### src/rtl/fetch_prefetch_unit_if.sv
// Bundles the redirect, instruction-memory and decode-side signals of the fetch front end.
// The fetch unit uses the master view; memory, redirect sources and decode use the slave view.
interface fetch_prefetch_unit_if #(
  parameter int unsigned XLEN = 32
);
  logic            redirect_valid;
  logic [XLEN-1:0] redirect_addr;
  logic            redirect_fence;

  logic            mem_valid;
  logic [XLEN-1:0] mem_addr;
  logic            mem_fence;
  logic            mem_spec;
  logic            mem_instr;
  logic            mem_ready;
  logic [XLEN-1:0] mem_rdata;

  logic            out_valid;
  logic [XLEN-1:0] out_pc;
  logic [XLEN-1:0] out_instr;
  logic            out_ready;

  modport master (
    input  redirect_valid, redirect_addr, redirect_fence,
    output mem_valid, mem_addr, mem_fence, mem_spec, mem_instr,
    input  mem_ready, mem_rdata,
    output out_valid, out_pc, out_instr,
    input  out_ready
  );

  modport slave (
    output redirect_valid, redirect_addr, redirect_fence,
    input  mem_valid, mem_addr, mem_fence, mem_spec, mem_instr,
    output mem_ready, mem_rdata,
    input  out_valid, out_pc, out_instr,
    output out_ready
  );
endinterface

### src/rtl/fetch_prefetch_unit.sv
// Instruction-fetch front end: pipelined in-order memory requests, stale-response
// discard after redirects, fence drain before refetch, and a decode-side FIFO.
module fetch_prefetch_unit #(
  parameter int unsigned    XLEN            = 32,
  parameter int unsigned    DEPTH           = 4,
  parameter int unsigned    MAX_OUTSTANDING = 2,
  parameter logic [XLEN-1:0] RESET_ADDR     = '0
) (
  input  logic                  clock,
  input  logic                  reset,
  fetch_prefetch_unit_if.master bus
);
  localparam int unsigned CW = $clog2(DEPTH + 1);
  localparam int unsigned PW = $clog2(DEPTH);
  localparam int unsigned TW = (MAX_OUTSTANDING > 1) ? $clog2(MAX_OUTSTANDING) : 1;
  localparam logic [CW-1:0] MAX_OUT_C = CW'(MAX_OUTSTANDING);
  localparam logic [CW:0]   DEPTH_C   = (CW + 1)'(DEPTH);
  localparam logic [TW-1:0] TAG_LAST  = TW'(MAX_OUTSTANDING - 1);

  typedef enum logic [1:0] {IDLE, RUN, DRAIN} state_t;

  state_t          r_state, w_state_nxt;
  logic [XLEN-1:0] r_fetch_pc;
  logic [CW-1:0]   r_total, r_stale, r_count;
  logic [XLEN-1:0] r_fifo_pc    [DEPTH];
  logic [XLEN-1:0] r_fifo_instr [DEPTH];
  logic [PW-1:0]   r_rd_ptr, r_wr_ptr;
  logic [XLEN-1:0] r_tag [MAX_OUTSTANDING];
  logic [TW-1:0]   r_tag_rd, r_tag_wr;

  logic            w_redirect, w_issue, w_fence, w_resp, w_push, w_pop, w_out_valid;
  logic [CW:0]     w_inflight_sum;

  function automatic logic [TW-1:0] tag_inc(input logic [TW-1:0] p);
    return (p == TAG_LAST) ? '0 : p + TW'(1);
  endfunction

  always_comb begin
    w_redirect     = bus.redirect_valid && (r_state != IDLE);
    w_resp         = bus.mem_ready && (r_total != '0);
    w_push         = w_resp && (r_stale == '0);
    w_out_valid    = (r_count != '0);
    w_pop          = w_out_valid && bus.out_ready;
    w_inflight_sum = {1'b0, r_total} + {1'b0, r_count};
    // Issue uses registered occupancy only; a same-cycle pop gives no credit.
    w_issue        = !bus.redirect_valid
                     && ((r_state == RUN) || ((r_state == DRAIN) && (r_total == '0)))
                     && (r_total < MAX_OUT_C)
                     && (w_inflight_sum < DEPTH_C);
    w_fence        = w_issue && (r_state == DRAIN);
  end

  always_ff @(posedge clock) begin
    if (!reset) r_state <= IDLE;
    else        r_state <= w_state_nxt;
  end

  always_comb begin
    w_state_nxt   = r_state;
    bus.mem_valid = w_issue;
    bus.mem_addr  = w_issue ? r_fetch_pc : '0;
    bus.mem_fence = w_fence;
    bus.mem_spec  = w_redirect;
    bus.mem_instr = 1'b1;
    unique case (r_state)
      IDLE:      w_state_nxt = RUN;
      RUN, DRAIN: begin
        if (w_redirect)   w_state_nxt = bus.redirect_fence ? DRAIN : RUN;
        else if (w_fence) w_state_nxt = RUN;
      end
      default:   w_state_nxt = IDLE;
    endcase
  end

  assign bus.out_valid = w_out_valid;
  assign bus.out_pc    = r_fifo_pc[r_rd_ptr];
  assign bus.out_instr = r_fifo_instr[r_rd_ptr];

  always_ff @(posedge clock) begin
    if (!reset) begin
      r_fetch_pc <= RESET_ADDR;
      r_total    <= '0;
      r_stale    <= '0;
      r_count    <= '0;
      r_rd_ptr   <= '0;
      r_wr_ptr   <= '0;
      r_tag_rd   <= '0;
      r_tag_wr   <= '0;
      for (int unsigned i = 0; i < DEPTH; i++) begin
        r_fifo_pc[i]    <= '0;
        r_fifo_instr[i] <= '0;
      end
      for (int unsigned i = 0; i < MAX_OUTSTANDING; i++) r_tag[i] <= '0;
    end else begin
      if (w_issue) begin
        r_fetch_pc      <= r_fetch_pc + XLEN'(4);
        r_tag[r_tag_wr] <= r_fetch_pc;
        r_tag_wr        <= tag_inc(r_tag_wr);
      end
      // Tags are popped for stale responses too, so the queue stays aligned with memory.
      if (w_resp) r_tag_rd <= tag_inc(r_tag_rd);
      if (w_redirect) begin
        r_fetch_pc <= bus.redirect_addr;
        r_total    <= r_total - CW'(w_resp);
        r_stale    <= r_total - CW'(w_resp);
        r_count    <= '0;
        r_rd_ptr   <= '0;
        r_wr_ptr   <= '0;
      end else begin
        r_total <= r_total + CW'(w_issue) - CW'(w_resp);
        if (w_resp && (r_stale != '0)) r_stale <= r_stale - CW'(1);
        if (w_push) begin
          r_fifo_pc[r_wr_ptr]    <= r_tag[r_tag_rd];
          r_fifo_instr[r_wr_ptr] <= bus.mem_rdata;
          r_wr_ptr               <= r_wr_ptr + PW'(1);
        end
        if (w_pop) r_rd_ptr <= r_rd_ptr + PW'(1);
        r_count <= r_count + CW'(w_push) - CW'(w_pop);
      end
    end
  end
endmodule

### src/flat_wrapper.sv
// flat-port wrapper written by rule: the top's interface ports become plain ports
module fetch_prefetch_unit_flat 
#(
  parameter int unsigned    XLEN            = 32,
  parameter int unsigned    DEPTH           = 4,
  parameter int unsigned    MAX_OUTSTANDING = 2,
  parameter logic [XLEN-1:0] RESET_ADDR     = '0
)
  (clock, reset, bus_redirect_valid, bus_redirect_addr, bus_redirect_fence, bus_mem_valid, bus_mem_addr, bus_mem_fence, bus_mem_spec, bus_mem_instr, bus_mem_ready, bus_mem_rdata, bus_out_valid, bus_out_pc, bus_out_instr, bus_out_ready);
  fetch_prefetch_unit_if #(.XLEN(XLEN)) bus_i ();
  input  logic clock;
  input  logic reset;
  input wire logic [$bits(bus_i.redirect_valid)-1:0] bus_redirect_valid;
  input wire logic [$bits(bus_i.redirect_addr)-1:0] bus_redirect_addr;
  input wire logic [$bits(bus_i.redirect_fence)-1:0] bus_redirect_fence;
  output wire logic [$bits(bus_i.mem_valid)-1:0] bus_mem_valid;
  output wire logic [$bits(bus_i.mem_addr)-1:0] bus_mem_addr;
  output wire logic [$bits(bus_i.mem_fence)-1:0] bus_mem_fence;
  output wire logic [$bits(bus_i.mem_spec)-1:0] bus_mem_spec;
  output wire logic [$bits(bus_i.mem_instr)-1:0] bus_mem_instr;
  input wire logic [$bits(bus_i.mem_ready)-1:0] bus_mem_ready;
  input wire logic [$bits(bus_i.mem_rdata)-1:0] bus_mem_rdata;
  output wire logic [$bits(bus_i.out_valid)-1:0] bus_out_valid;
  output wire logic [$bits(bus_i.out_pc)-1:0] bus_out_pc;
  output wire logic [$bits(bus_i.out_instr)-1:0] bus_out_instr;
  input wire logic [$bits(bus_i.out_ready)-1:0] bus_out_ready;
  assign bus_i.redirect_valid = bus_redirect_valid;
  assign bus_i.redirect_addr = bus_redirect_addr;
  assign bus_i.redirect_fence = bus_redirect_fence;
  assign bus_mem_valid = bus_i.mem_valid;
  assign bus_mem_addr = bus_i.mem_addr;
  assign bus_mem_fence = bus_i.mem_fence;
  assign bus_mem_spec = bus_i.mem_spec;
  assign bus_mem_instr = bus_i.mem_instr;
  assign bus_i.mem_ready = bus_mem_ready;
  assign bus_i.mem_rdata = bus_mem_rdata;
  assign bus_out_valid = bus_i.out_valid;
  assign bus_out_pc = bus_i.out_pc;
  assign bus_out_instr = bus_i.out_instr;
  assign bus_i.out_ready = bus_out_ready;
  fetch_prefetch_unit #(.XLEN(XLEN), .DEPTH(DEPTH), .MAX_OUTSTANDING(MAX_OUTSTANDING), .RESET_ADDR(RESET_ADDR)) u_core (.clock(clock), .reset(reset), .bus(bus_i));
endmodule
### config.mk
export PLATFORM = sky130hd
export DESIGN_NAME = fetch_prefetch_unit_flat
export DESIGN_NICKNAME = d
export VERILOG_FILES = /design/src/rtl/fetch_prefetch_unit_if.sv /design/src/rtl/fetch_prefetch_unit.sv /design/src/flat_wrapper.sv
export SDC_FILE = /design/constraint.sdc
export NUM_CORES = 1
export LEC_CHECK = 0
export BUFFER_PORTS_ARGS = -buffer_cell sky130_fd_sc_hd__buf_2
export CAP_MARGIN = 20
export CORE_MARGIN = 10
export CORE_UTILIZATION = 59
export DETAILED_ROUTE_END_ITERATION = 16
export GPL_TIMING_DRIVEN = 0
export HOLD_SLACK_MARGIN = 0.03
export PLACE_DENSITY_LB_ADDON = 0.1
export RECOVER_POWER = 100
export SETUP_SLACK_MARGIN = 0.02
export SLEW_MARGIN = 20
export SYNTH_ARGS = -nofsm -noshare
export SYNTH_HDL_FRONTEND = slang
export SYNTH_SLANG_ARGS = --single-unit
### constraint.sdc
create_clock -name clock -period 8.1 [get_ports clock]
set_input_delay 2.025 -clock clock [delete_from_list [all_inputs] [get_ports clock]]
set_output_delay 2.025 -clock clock [all_outputs]
set_load 0.01 [all_outputs]
# [Word-level counts from Yosys, hierarchy flattened]
# Memories as Yosys holds them, arrays and structs flattened. A register that Yosys moved wholly into a read port is not among the register bits.
# Cells that the tools add are included.
[totals] mem_count=3 latch_bits=0 ram_bits=320 reg_bits=49 rom_bits=0
[op_classes] reduce_logical=26 mux=35 magnitude_cmp=2 multipliers=0 addsub=12 n_bitwise=1 eq_ne=3 shift=0 n_div=0
[mem_list] name="u_core.r_fifo_instr" depth=4 word_bits=32 read_ports=1 rd_clocked_by_memory_dff=1 wr=4 line="fetch_prefetch_unit.sv:26" rtl="logic [XLEN-1:0] r_fifo_instr [DEPTH];"
[mem_list] name="u_core.r_fifo_pc" depth=4 word_bits=32 read_ports=1 rd_clocked_by_memory_dff=1 wr=4 line="fetch_prefetch_unit.sv:25" rtl="logic [XLEN-1:0] r_fifo_pc [DEPTH];"
[mem_list] name="u_core.r_tag" depth=2 word_bits=32 read_ports=1 rd_clocked_by_memory_dff=1 wr=2 line="fetch_prefetch_unit.sv:28" rtl="logic [XLEN-1:0] r_tag [MAX_OUTSTANDING];"
[ops] operator="two-way mux 32 bit" n=6
[ops] operator="OR reduction 32 bit" n=3
[ops] operator="adder 32 x 3 -> 32 bit (second input constant)" n=1
[ops] operator="two-way mux 2 bit" n=9
[ops] operator="two-way mux 1 bit" n=16
[ops] operator="logical AND 1 bit" n=10
[ops] operator="two-way mux 3 bit" n=3
[ops] operator="nonzero test 3 bit" n=3
[ops] operator="subtractor 3 x 1 -> 3 bit" n=3
[ops] operator="adder 3 x 1 -> 3 bit" n=2
[ops] operator="zero test 3 bit" n=2
[ops] operator="nonzero test 2 bit" n=3
[ops] operator="adder 2 x 1 -> 2 bit (second input constant)" n=2
[ops] operator="adder 3 x 3 -> 4 bit" n=1
[ops] operator="< comparator 4 x 3 -> 1 bit (second input constant)" n=1
[ops] operator="one-hot mux 2 bit (2 select lines)" n=1
[ops] operator="OR reduction 2 bit" n=2
[ops] operator="< comparator 3 x 2 -> 1 bit (second input constant)" n=1
[ops] operator="!= test 3 bit (second input constant)" n=1
[ops] operator="subtractor 3 x 1 -> 3 bit (second input constant)" n=1
[ops] operator="adder 1 bit (second input constant)" n=2
[ops] operator="equality test 2 x 1 -> 1 bit (second input constant)" n=1
[ops] operator="equality test 2 bit (second input constant)" n=1
[ops] operator="zero test 2 bit" n=1
[ops] operator="3 further kinds" n=3

# [Logic depth before layout (Yosys ltp)]
# Gate-level depths: netlist (run 1).
[depth] word_depth=11 ltp_mapped=12

# [Worst setup path before layout (run 1)]
# Ideal clock, no wire load.
[synth_timing] path_kind="input to register" start="input port bus_mem_ready" end="memory u_core.r_fifo_instr[3][0] (enable)" path_buffers=1 setup_ns=0.574 required_time_ns=7.526 cell_stages=4 arrival_ns=7.056 path_slack_ns=0.469 cell_sequence="o311a_1 clkbuf_1 nand2_1 o21ai_0"
[synth_lines] item="start: declaration" line="flat_wrapper.sv:21" rtl="input wire logic [$bits(bus_i.mem_ready)-1:0] bus_mem_ready;"
[synth_lines] item="end: declaration" line="fetch_prefetch_unit.sv:26"

==> results.ini, run 1 <==
[power]
p_sw_mw=1.594
leakage_nw=6.724
comb_power_share_pct=23.6
p_clk_share_pct=31.0
seq_power_share_pct=45.4
power_density_nw_per_um2=289.1
power_mw=5.435
intPower_mw=3.841
peakVddDrop_mv=0.2008
power.share.switching_pct=29.33

[logic_synthesis]
synth_most_common_cell=edfxtp_1
synth_fa_ha_area_share_pct=1.469
ys.flop_type=edfxtp_1
avgSynthCellArea_um2=13.83
synth_xor_area_share_pct=1.821
ys_ff_latch=372
synth_edf_count=320
synthTopCellsByCount=320 x edfxtp_1, 189 x and2_1, 152 x nor2_1
synthMuxAreaShare_pct=10.83
yosys.area.top_type=edfxtp_1
syn_area_um2=16360
synthCells=1183
async_flop_share_pct=0
synth_top_family_by_area=simple AND/OR/NAND/NOR gates
ys_seq_area_share_pct=65.11
synth_top_area_share_pct=58.75
yosysUniqueCellTypes=48
synthTopCellsByArea=edfxtp_1 59%, mux4_2 8.8%, and2_1 7.2%
yosys_warnings=0
synth_compound_area_share_pct=2.738
syn_nets=1271
synth-simple-area-share_pct=15.60

[placement]
dp_hpwl_um=24700
dp_slack_ps=1982
port_buffers=168
dp_cells=1730
place_congestion=0.8537
place_area_um2=17900

[setup_path]
start_kind=input pin
cp-end-kind=register
cp_max_fo=20
worstPathArrival_ps=6930
path_class=in -> reg
crit_required_ps=8230

[run]
maxCapViolCount=2

[finish]
finish.instance_area_um2=18800
drive_gt1_share_pct=14.70
fin_cells=1794
syn2layout_area_growth_pct=14.94
fin_nets=1486
n_antenna_cell=0

[timing]
setup_viol=0
max_freq_mhz=147.2
finalHoldViolations=0
fin_crit_ps=6795
worst_slew_pin_slew_ps=2771
maxSlewHeadroom_pct=-86.65
min_period_over_period_pct=83.89
worst_slack_ps=1305
fin_setup_tns_ps=0
finalMaxSlewViolations=32
rsz0062_at_grt=no
skew_ps=14.01

[clock_tree]
htreeDepth=2
clkLatencyLatePin_ps=510
clk_path_buf_depth=3
cts_sinks=372
ctsRootBufferMaster=clkbuf_16
post_cts_buffers=0
cts.repair.resized=0
cts_hold_buf=0
cts_tree=built
cts_buffers=38
cts.clk_slew.worst_paths_ps=60

[run_status]
status=complete, but fails checks
violations=capacitance limit, slew limit

[die]
fp.dieH_um=186.5
die-area_um2=34780
start_util_pct=60.36
core_area_um2=27100
design.portCount=171
rows=60
die_x_um=186.5

[grt]
antenna_found_initial=0
grt_max_degree=49
globalRouteOverflowTotal=0
grt_pass1_vias=10590
track_usage_pct=20.73
grt_pass1_wl_um=57990

[route]
num_vias=9976
postRouteAntennaNets=0
first_pass_iters=7
routed_via_density=5.561
drtIter0Drc=647
wl_um=36210
wire_per_inst_um=20.18
drc=0

[hold_path]
hp-class=reg -> reg

-- layer usage --
layer	part of all wire [%]	GRT usage (%)
met1	42	26.24
met5	0	0
met3	6.3	4.507
met2	50	35.82
met4	1.9	4.684
-- final cells by class --
type | count | area (µm²)
clock buffers | 54 | 1032
repair buffers | 175 | 819.5
inverters | 21 | 78.83
flip-flops and latches | 372 | 10650
clock inverters | 10 | 148.9
plain buffers | 79 | 305.3
multi-input cells | 711 | 5300
fillers | 1963 | 8300
well taps | 372 | 465.4
-- worst max-delay path: stages --
cell and delay [ps]:
clkbuf_1 150, o311a_1 190, clkbuf_1 470, nand2_1 170
o21ai_0 2110, clkbuf_1 1000, clkbuf_1 790
-- power groups by stage --
stage	clock, mW	combinational, mW	sequential, mW
finish	1.69	1.28	2.47
global route	1.79	1.42	2.49
CTS	1.71	1.35	2.46
detailed placement	0	1.34	2.50
global placement	0	1.29	2.51
floorplan	0	0.889	2.46
-- logic make-up after synthesis --
family          count (synthesis)
compound gates                 81
mux                            97
buf+inv                       100
xor+xnor                       34
simple gates                  480
fa+ha+maj                      18
other cells                     1
flops                         372
-- final timing paths --
kind,depth (start not counted),from,end,slack [ps]
worst max-delay path,7,bus_mem_ready,u_core.r_fifo_instr[3][12]$_DFFE_PP_,1300
worst max register to register,9,u_core.r_stale[0]$_SDFFE_PN0P_,u_core.r_fifo_instr[3][12]$_DFFE_PP_,2230
worst min register to register,2,u_core.r_tag_rd$_SDFFE_PN0P_,u_core.r_tag_rd$_SDFFE_PN0P_,520
worst min-delay path,2,u_core.r_tag_rd$_SDFFE_PN0P_,u_core.r_tag_rd$_SDFFE_PN0P_,520
-- cells in the final DEF, fill, tap and decap left out, types with 5 or more instances in the layout --
| cell type | netlist | final |
|---|---|---|
| and2_1 | 189 | 63 |
| inv_1 | 18 | 20 |
| clkbuf_16 | 0 | 39 |
| and2_0 | 0 | 126 |
| nand4_1 | 10 | 10 |
| xor2_1 | 13 | 13 |
| nor4_1 | 7 | 8 |
| or3_1 | 9 | 9 |
| mux2i_1 | 33 | 33 |
| clkbuf_1 | 66 | 171 |
| nor2_1 | 152 | 153 |
| edfxtp_1 | 320 | 320 |
| clkinv_1 | 1 | 5 |
| and3_1 | 37 | 37 |
| nand2_1 | 35 | 35 |
| buf_2 | 3 | 92 |
| a21oi_1 | 27 | 27 |
| dfxtp_1 | 52 | 52 |
| xnor2_1 | 21 | 21 |
| mux4_2 | 64 | 64 |
| ha_1 | 16 | 16 |
| nor3_1 | 10 | 10 |
| o21ai_0 | 36 | 36 |
| nand3_1 | 11 | 11 |
| a31oi_1 | 8 | 8 |
-- sequential cells by signal, indices dropped and copies added (netlist names), named ones only --
register	cells
u_core.r_fifo_pc	128
u_core.r_state	2
u_core.r_rd_ptr	2
u_core.r_tag_rd	1
u_core.r_fifo_instr	128
u_core.r_total	3
u_core.r_wr_ptr	2
u_core.r_count	3
u_core.r_stale	3
u_core.r_tag_wr	1
u_core.r_tag	64
u_core.r_fetch_pc	32
-- stage by stage --
stage               hold slack, ps  util [%]
finish                       518.0     69.37
global route                 553.5     69.37
CTS                          515.0     70.42
detailed placement           496.2     66.06
global placement             485.5     65.18
floorplan                    448.5         -
Power figures use the tool's default switching activity.
==> run 2: changes to the inputs <==
--- a/config.mk
+++ b/config.mk
@@ -5,6 +5,7 @@
 export SDC_FILE = /design/constraint.sdc
 export NUM_CORES = 1
 export LEC_CHECK = 0
+export ABC_AREA = 1
 export BUFFER_PORTS_ARGS = -buffer_cell sky130_fd_sc_hd__buf_2
 export CAP_MARGIN = 20
 export CORE_MARGIN = 10
==> constraint.sdc (replaced) <==
create_clock -name clock -period 6.3 [get_ports clock]
set_input_delay 1.575 -clock clock [delete_from_list [all_inputs] [get_ports clock]]
set_output_delay 1.575 -clock clock [all_outputs]
set_load 0.01 [all_outputs]
==> run 2 against run 1 <==
The run still ends with capacitance limit, slew limit left. Total power increased by 36%. Combinational power rose by 52%. Non-clock buffer count up 35. Count of clock-buffer cells in the layout fell by 2. Design area up 4.7%. Critical path type unchanged. Largest cell class unchanged. Highest routed layer unchanged.
==> results.ini, run 2 <==
[timing]
max_freq_mhz=186.1
worst_slew_pin_slew_ps=2083  ; was 2771 ps
min_period_over_period_pct=85.29
maxSlewHeadroom_pct=-38.90  ; was -86.65%
setup_viol=0  ; unchanged
finalHoldViolations=0  ; unchanged
skew_ps=30.93  ; was 14.01 ps
fin_setup_tns_ps=0  ; unchanged
fin_crit_ps=5373
finalMaxSlewViolations=14  ; was 32
rsz0062_at_grt=no  ; unchanged

[grt]
grt_pass1_wl_um=72680  ; was 57,990 µm
track_usage_pct=25.24  ; was 20.73%
globalRouteOverflowTotal=0  ; unchanged
grt_max_degree=45  ; was 49
grt_pass1_vias=13680  ; was 10,590
antenna_found_initial=0  ; unchanged

[logic_synthesis]
synth_most_common_cell=nor2_1  ; was edfxtp_1
syn_nets=1837  ; was 1,271
ys_seq_area_share_pct=62.35  ; was 65.11%
avgSynthCellArea_um2=9.767  ; was 13.83 µm²
yosys.area.top_type=edfxtp_1  ; unchanged
synth_edf_count=320  ; unchanged
synthTopCellsByArea=edfxtp_1 56%, nor2_1 10%, dfxtp_1 6.1%  ; was edfxtp_1 59%, mux4_2 8.8%, and2_1 7.2%
synthTopCellsByCount=472 x nor2_1, 320 x edfxtp_1, 157 x o21ai_0  ; was 320 x edfxtp_1, 189 x and2_1, 152 x nor2_1
ys_ff_latch=372  ; unchanged
synthCells=1749  ; was 1,183
yosysUniqueCellTypes=43  ; was 48
ys.flop_type=edfxtp_1  ; unchanged
syn_area_um2=17080  ; was 16,360 µm²
synth_top_area_share_pct=56.25  ; was 58.75%
async_flop_share_pct=0  ; unchanged
yosys_warnings=0  ; unchanged

[setup_path]
rr_endpoint=u_core.r_fifo_pc[2][23]$_SDFFCE_PN0P_  ; was u_core.r_fifo_instr[3][12]$_DFFE_PP_
path_class=in -> reg  ; unchanged
cpMostUsedCell=clkbuf_1  ; unchanged
regToRegSetupSlack_ps=1530  ; was 2230 ps
ff2ff_path_depth=11  ; was 9
r2r-start=u_core.r_state[0]$_SDFFE_PN0P_  ; was u_core.r_stale[0]$_SDFFE_PN0P_
path_depth=11  ; was 7
cp_cell_sequence=clkbuf_1 -> inv_1 -> or2_1 -> clkbuf_1 -> inv_1 -> nor2_1 -> nand2_1 -> clkbuf_1 -> o21ai_4 -> clkbuf_1 -> clkbuf_1  ; was clkbuf_1 -> o311a_1 -> clkbuf_1 -> nand2_1 -> o21ai_0 -> clkbuf_1 -> clkbuf_1
crit_family=buffers and inverters  ; unchanged
slowest_delay_ps=770  ; was 2110 ps
cp_max_fo=15  ; was 20
cp-end-kind=register  ; unchanged
worstPathArrival_ps=5500  ; was 6930 ps
critPathBufInv=7  ; was 4
crit_required_ps=6430  ; was 8230 ps
cp_slowest_cell=clkbuf_1  ; was o21ai_0
start_kind=input pin  ; unchanged

[finish]
top_regs=u_core.r_fifo_instr (128), u_core.r_fifo_pc (128), u_core.r_tag (64)  ; unchanged
fin_cells=2383  ; was 1,794
layout_commonest_cell=nor2_1  ; was edfxtp_1
fin_nets=2056  ; was 1,486
syn2layout_area_growth_pct=15.26  ; was 14.94%
n_antenna_cell=0  ; unchanged
final_cell_mix=474 x nor2_1, 320 x edfxtp_1, 211 x clkbuf_1  ; was 320 x edfxtp_1, 171 x clkbuf_1, 153 x nor2_1
drive_gt1_share_pct=10.26  ; was 14.70%

[clock_tree]
cts_sinks=372  ; unchanged
cts_hold_buf=0  ; unchanged
cts_tree=built  ; unchanged
clk_path_buf_depth=3  ; unchanged
post_cts_buffers=0  ; unchanged
clkLatencyLatePin_ps=540  ; was 510 ps
cts.repair.resized=0  ; unchanged
cts_buffers=39  ; was 38
htreeDepth=2  ; unchanged
ctsRootBufferMaster=clkbuf_16  ; unchanged
cts.clk_slew.worst_paths_ps=60  ; about the same

[run_status]
violations=capacitance limit, slew limit  ; unchanged
status=complete, but fails checks  ; unchanged

[die]
rows=62  ; was 60
start_util_pct=59.68  ; was 60.36%
die_x_um=190.2  ; was 186.5 µm
die-area_um2=36160  ; was 34,780 µm²
fp.dieH_um=190.2  ; was 186.5 µm
core_area_um2=28630  ; was 27,100 µm²
design.portCount=171  ; unchanged

[route]
routed_via_density=5.630  ; was 5.561
wl_um=46260  ; was 36,210 µm
drc=0  ; unchanged
postRouteAntennaNets=0  ; unchanged
num_vias=13420  ; was 9,976
drtIter0Drc=1114  ; was 647
first_pass_iters=5  ; was 7
wire_per_inst_um=19.41  ; was 20.18 µm

[placement]
port_buffers=169  ; was 168
dp_hpwl_um=31560  ; was 24,700 µm
place_congestion=0.9531  ; was 0.8537
dp_cells=2311  ; was 1,730

[power]
power_density_nw_per_um2=375.0  ; was 289.1 nW/µm²
peakVddDrop_mv=0.2357  ; was 0.2008 mV
leakage_nw=7.323  ; was 6.724 nW

[hold_path]
holdPathStages=1  ; was 2
hp-class=reg -> reg  ; unchanged
min-delay-start=u_core.r_tag_rd$_SDFFE_PN0P_  ; unchanged

[run]
maxCapViolCount=1  ; was 2

[run 2: changes by cell type in the layout (fill, tap and decap cells not counted), sizes merged, moves of 64 or more]
cell / delta
nor2: +342
and2: -188
nand2: +124
o21ai: +121
inv: +114
nor3: +66
mux4: -64
o22ai: +64
[run 2: cell type report]
| class | count | area [µm²] |
|---|---|---|
| buffer | 111 | 424.2 |
| inverter | 135 | 506.7 |
| clock buffer | 52 | 1086 |
| fill | 2269 | 8936 |
| sequential | 372 | 10650 |
| clock inverter | 20 | 190.2 |
| timing repair buffer | 178 | 918.4 |
| tap | 384 | 480.5 |
| multi-input combinational | 1131 | 5433 |
[run 2: power by group]
part / switching (mW) / leakage (nW) / internal (mW) / total, mW
combinational: 1.37 / 2.96 / 0.579 / 1.95
sequential: 0.133 / 3.73 / 3.01 / 3.15
clock: 0.947 / 0.628 / 1.34 / 2.29
[run 2: worst max path at each step]
stage | endpoint | from
floorplan | u_core.r_fifo_instr[3][0]$_DFFE_PP_ | bus_redirect_valid
global placement | u_core.r_fifo_instr[3][7]$_DFFE_PP_ | bus_redirect_valid
detailed placement | bus_mem_addr[26] | bus_redirect_valid
CTS | bus_mem_addr[26] | bus_redirect_valid
global route | u_core.r_fifo_pc[2][22]$_SDFFCE_PN0P_ | bus_redirect_valid
finish | u_core.r_fifo_pc[2][23]$_SDFFCE_PN0P_ | bus_redirect_valid
[run 2: cell families after synthesis]
| family | synth area share (%) |
|---|---|
| AOI/OAI and AO/OA | 8.972 |
| xor gates and xnor gates | 0.3077 |
| adders and majority gates | 1.406 |
| buffers and inverters | 5.918 |
| DFF | 62.35 |
| muxes | 2.146 |
| other | 0.02195 |
| and+or+nand+nor | 18.88 |
[run 2: per-layer routing]
metal  GRT usage (%)  wire length (µm)  part of all wire [%]
met1           30.81             18240                    39
met2           43.66             23100                    50
met3           4.412              3482                   7.5
met4           10.12              1439                   3.1
met5               0                 0                     0
[run 2: through the flow]
stage | power, mW | util [%] | instance area [µm²] | hold slack [ps] | setup slack [ps]
detailed placement | 5.191 | 65.30 | 18690 | 448.6 | 1600
floorplan | 4.413 | - | 17080 | 425.8 | 242.5
CTS | 7.467 | 69.76 | 19970 | 460.2 | 1593
global placement | 5.124 | 64.31 | 18410 | 435.8 | -2684
finish | 7.384 | 68.78 | 19690 | 460.4 | 926.9
global route | 7.732 | 68.78 | 19690 | 471.7 | 737.1
==> run 3: changes to the inputs <==
==> constraint.sdc (replaced) <==
create_clock -name clock -period 6.3 [get_ports clock]
set_input_delay 0 -clock clock [delete_from_list [all_inputs] [get_ports clock]]
set_output_delay 0 -clock clock [all_outputs]
set_load 0.01 [all_outputs]
==> run 3 against run 2 <==
The flow still finishes with violations (capacitance limit, slew limit). Maximum frequency up 22%. Combinational power increased by 2%. Total power is 0.52% higher. Worst hold slack worse by 160 ps. Sequential share of layout area decreased by 1.9 points. Routed wire length increased by 1.9%. Sequential cell count unchanged. First-iteration DRC count up 3.4%. Die area unchanged. Setup slack improved by 960 ps. Cell count rose by 3.0%. Register-to-register slack improved by 360 ps. Largest cell class unchanged. Largest power group unchanged.
==> results.ini, run 3 (synthesis gave the netlist of run 2 again) <==
[run_status]
status=complete, but fails checks  ; unchanged
violations=capacitance limit, slew limit  ; unchanged

[clock_tree]
clk_path_buf_depth=3  ; unchanged
cts.clk_slew.worst_paths_ps=60  ; about the same
htreeDepth=2  ; unchanged
clkLatencyLatePin_ps=540  ; about the same
cts_buffers=39  ; unchanged
ctsRootBufferMaster=clkbuf_16  ; unchanged
cts_sinks=372  ; unchanged
cts_tree=built  ; unchanged

[hold_path]
hp-class=in -> reg  ; was reg -> reg
min-delay-start=bus_redirect_addr[7]  ; was u_core.r_tag_rd$_SDFFE_PN0P_

[placement]
dp_cells=2311  ; unchanged
port_buffers=169  ; unchanged
dp_hpwl_um=31560  ; unchanged
dp_slack_ps=2831  ; was 1600 ps
place_congestion=0.9531  ; unchanged

[grt]
antenna_found_initial=0  ; unchanged
track_usage_pct=25.82  ; was 25.24%
globalRouteOverflowTotal=0  ; unchanged
grt_pass1_wl_um=74590  ; was 72,680 µm
grt_pass1_vias=14130  ; was 13,680
grt_max_degree=45  ; unchanged

[setup_path]
critPathLaunch=u_core.r_state[0]$_SDFFE_PN0P_  ; was bus_redirect_valid
crit_required_ps=6540  ; was 6430 ps
worstPathArrival_ps=4650  ; was 5500 ps
r2r-start=u_core.r_state[0]$_SDFFE_PN0P_  ; unchanged
start_kind=register  ; was input pin
cp-end-kind=register  ; unchanged
cp_max_fo=17  ; was 15
path_class=reg -> reg  ; was in -> reg

[power]
leakage_nw=7.644  ; was 7.323 nW
seq_power_share_pct=42.4  ; was 42.6%
peakVddDrop_mv=0.2401  ; was 0.2357 mV
p_clk_share_pct=30.8  ; was 31.0%
intPower_mw=4.966  ; was 4.933 mW
comb_power_share_pct=26.8  ; was 26.4%
p_sw_mw=2.457  ; was 2.451 mW
power.share.switching_pct=33.09  ; was 33.19%
power_density_nw_per_um2=363.5  ; was 375.0 nW/µm²

[route]
wl_um=47130  ; was 46,260 µm
first_pass_iters=6  ; was 5
postRouteAntennaNets=0  ; unchanged
routed_via_density=5.571  ; was 5.630
drtIter0Drc=1152  ; was 1,114
wire_per_inst_um=19.20  ; was 19.41 µm
num_vias=13670  ; was 13,420
drc=0  ; unchanged

[die]
rows=62  ; unchanged
start_util_pct=59.68  ; unchanged
fp.dieH_um=190.2  ; unchanged
design.portCount=171  ; unchanged
core_area_um2=28630  ; unchanged
die-area_um2=36160  ; unchanged
die_x_um=190.2  ; unchanged

[finish]
syn2layout_area_growth_pct=19.54  ; was 15.26%
top_regs=u_core.r_fifo_instr (128), u_core.r_fifo_pc (128), u_core.r_tag (64)  ; unchanged
fin_cells=2454  ; was 2,383
drive_gt1_share_pct=10.05  ; was 10.26%
n_antenna_cell=0  ; unchanged
fillers=2155  ; was 2,269
final_cell_mix=474 x nor2_1, 320 x edfxtp_1, 206 x clkbuf_1  ; was 474 x nor2_1, 320 x edfxtp_1, 211 x clkbuf_1
layout_commonest_cell=nor2_1  ; unchanged
fin_nets=2127  ; was 2,056

[timing]
setup_viol=0  ; unchanged
fin_crit_ps=4413  ; was 5373 ps
skew_ps=31.70  ; was 30.93 ps
rsz0062_at_grt=no  ; unchanged
finalHoldViolations=0  ; unchanged
maxSlewHeadroom_pct=-39.11  ; was -38.90%
hold_ws_ps=295.7  ; was 460.4 ps
max_freq_mhz=226.6  ; was 186.1 MHz
worst_slew_pin_slew_ps=2087  ; was 2083 ps
worst_slack_ps=1887  ; was 926.9 ps
min_period_over_period_pct=70.05  ; was 85.29%
finalMaxSlewViolations=14  ; unchanged

[run]
maxCapViolCount=1  ; unchanged

-- run 3: path summary, 6_finish.rpt --
kind,endpoint,slack [ps],cells after the start
hold / removal,u_core.r_fetch_pc[7]$_SDFFE_PN0N_,300,4
hold reg to reg,register,450,1
setup / recovery,u_core.r_fifo_instr[2][9]$_SDFFCE_PN0P_,1890,12
setup reg to reg,u_core.r_fifo_instr[2][9]$_SDFFCE_PN0P_,1890,12
-- run 3: layout make-up --
class,count,area (µm²),area share (%)
inverters,135,506.7,2.481
multi-input cells,1131,5425,26.57
clock buffers,52,1086,5.318
well taps,384,480.5,2.353
repair buffers,249,1658,8.118
flip-flops and latches,372,10650,52.15
plain buffers,111,424.2,2.077
clock inverters,20,190.2,0.9313
-- run 3: power by group through the flow --
stage,combinational (mW),sequential [mW],clock (mW)
after global placement,1.92,3.21,0
final,1.99,3.15,2.29
after detailed placement,2.00,3.19,0
after CTS,2.06,3.14,2.30
after global routing,2.21,3.17,2.40
after floorplan,1.24,3.17,0
-- run 3: critical path, cell delays in order (launching register included) --
cell and delay (ps):
dfxtp_1 330, inv_1 110, ha_1 170, or2_0 120
clkbuf_1 190, inv_1 220, nor2_1 630, nand2_1 250
clkbuf_1 360, o21ai_4 480, clkbuf_1 860, buf_16 240
buf_16 170
-- run 3: timing repair --
item,4_1_cts,5_1_grt
hold buffers,71,0
gates resized for setup,0,0
hold endpoints to repair,171,0
setup buffers,0,0
-- run 3: metrics by stage --
stage / setup TNS (ps) / power, mW / util (%) / cell area, µm²
after floorplan: 0 / 4.413 / - / 17080
after global placement: -120740 / 5.124 / 64.31 / 18410
after detailed placement: 0 / 5.191 / 65.30 / 18690
after CTS: 0 / 7.504 / 72.24 / 20680
after global routing: 0 / 7.775 / 71.34 / 20420
final: 0 / 7.423 / 71.34 / 20420
-- run 3: per-layer routing --
| metal | routed length (µm) | vias up | global-route usage, % | share of wire [%] |
|---|---|---|---|---|
| met5 | 0 | - | 0 | 0 |
| met4 | 1600 | 0 | 10.54 | 3.4 |
| met3 | 3518 | 113 | 4.339 | 7.5 |
| met2 | 23660 | 604 | 45.14 | 50 |
| met1 | 18340 | 6449 | 31.16 | 39 |
| li1 | - | 6505 | - | - |
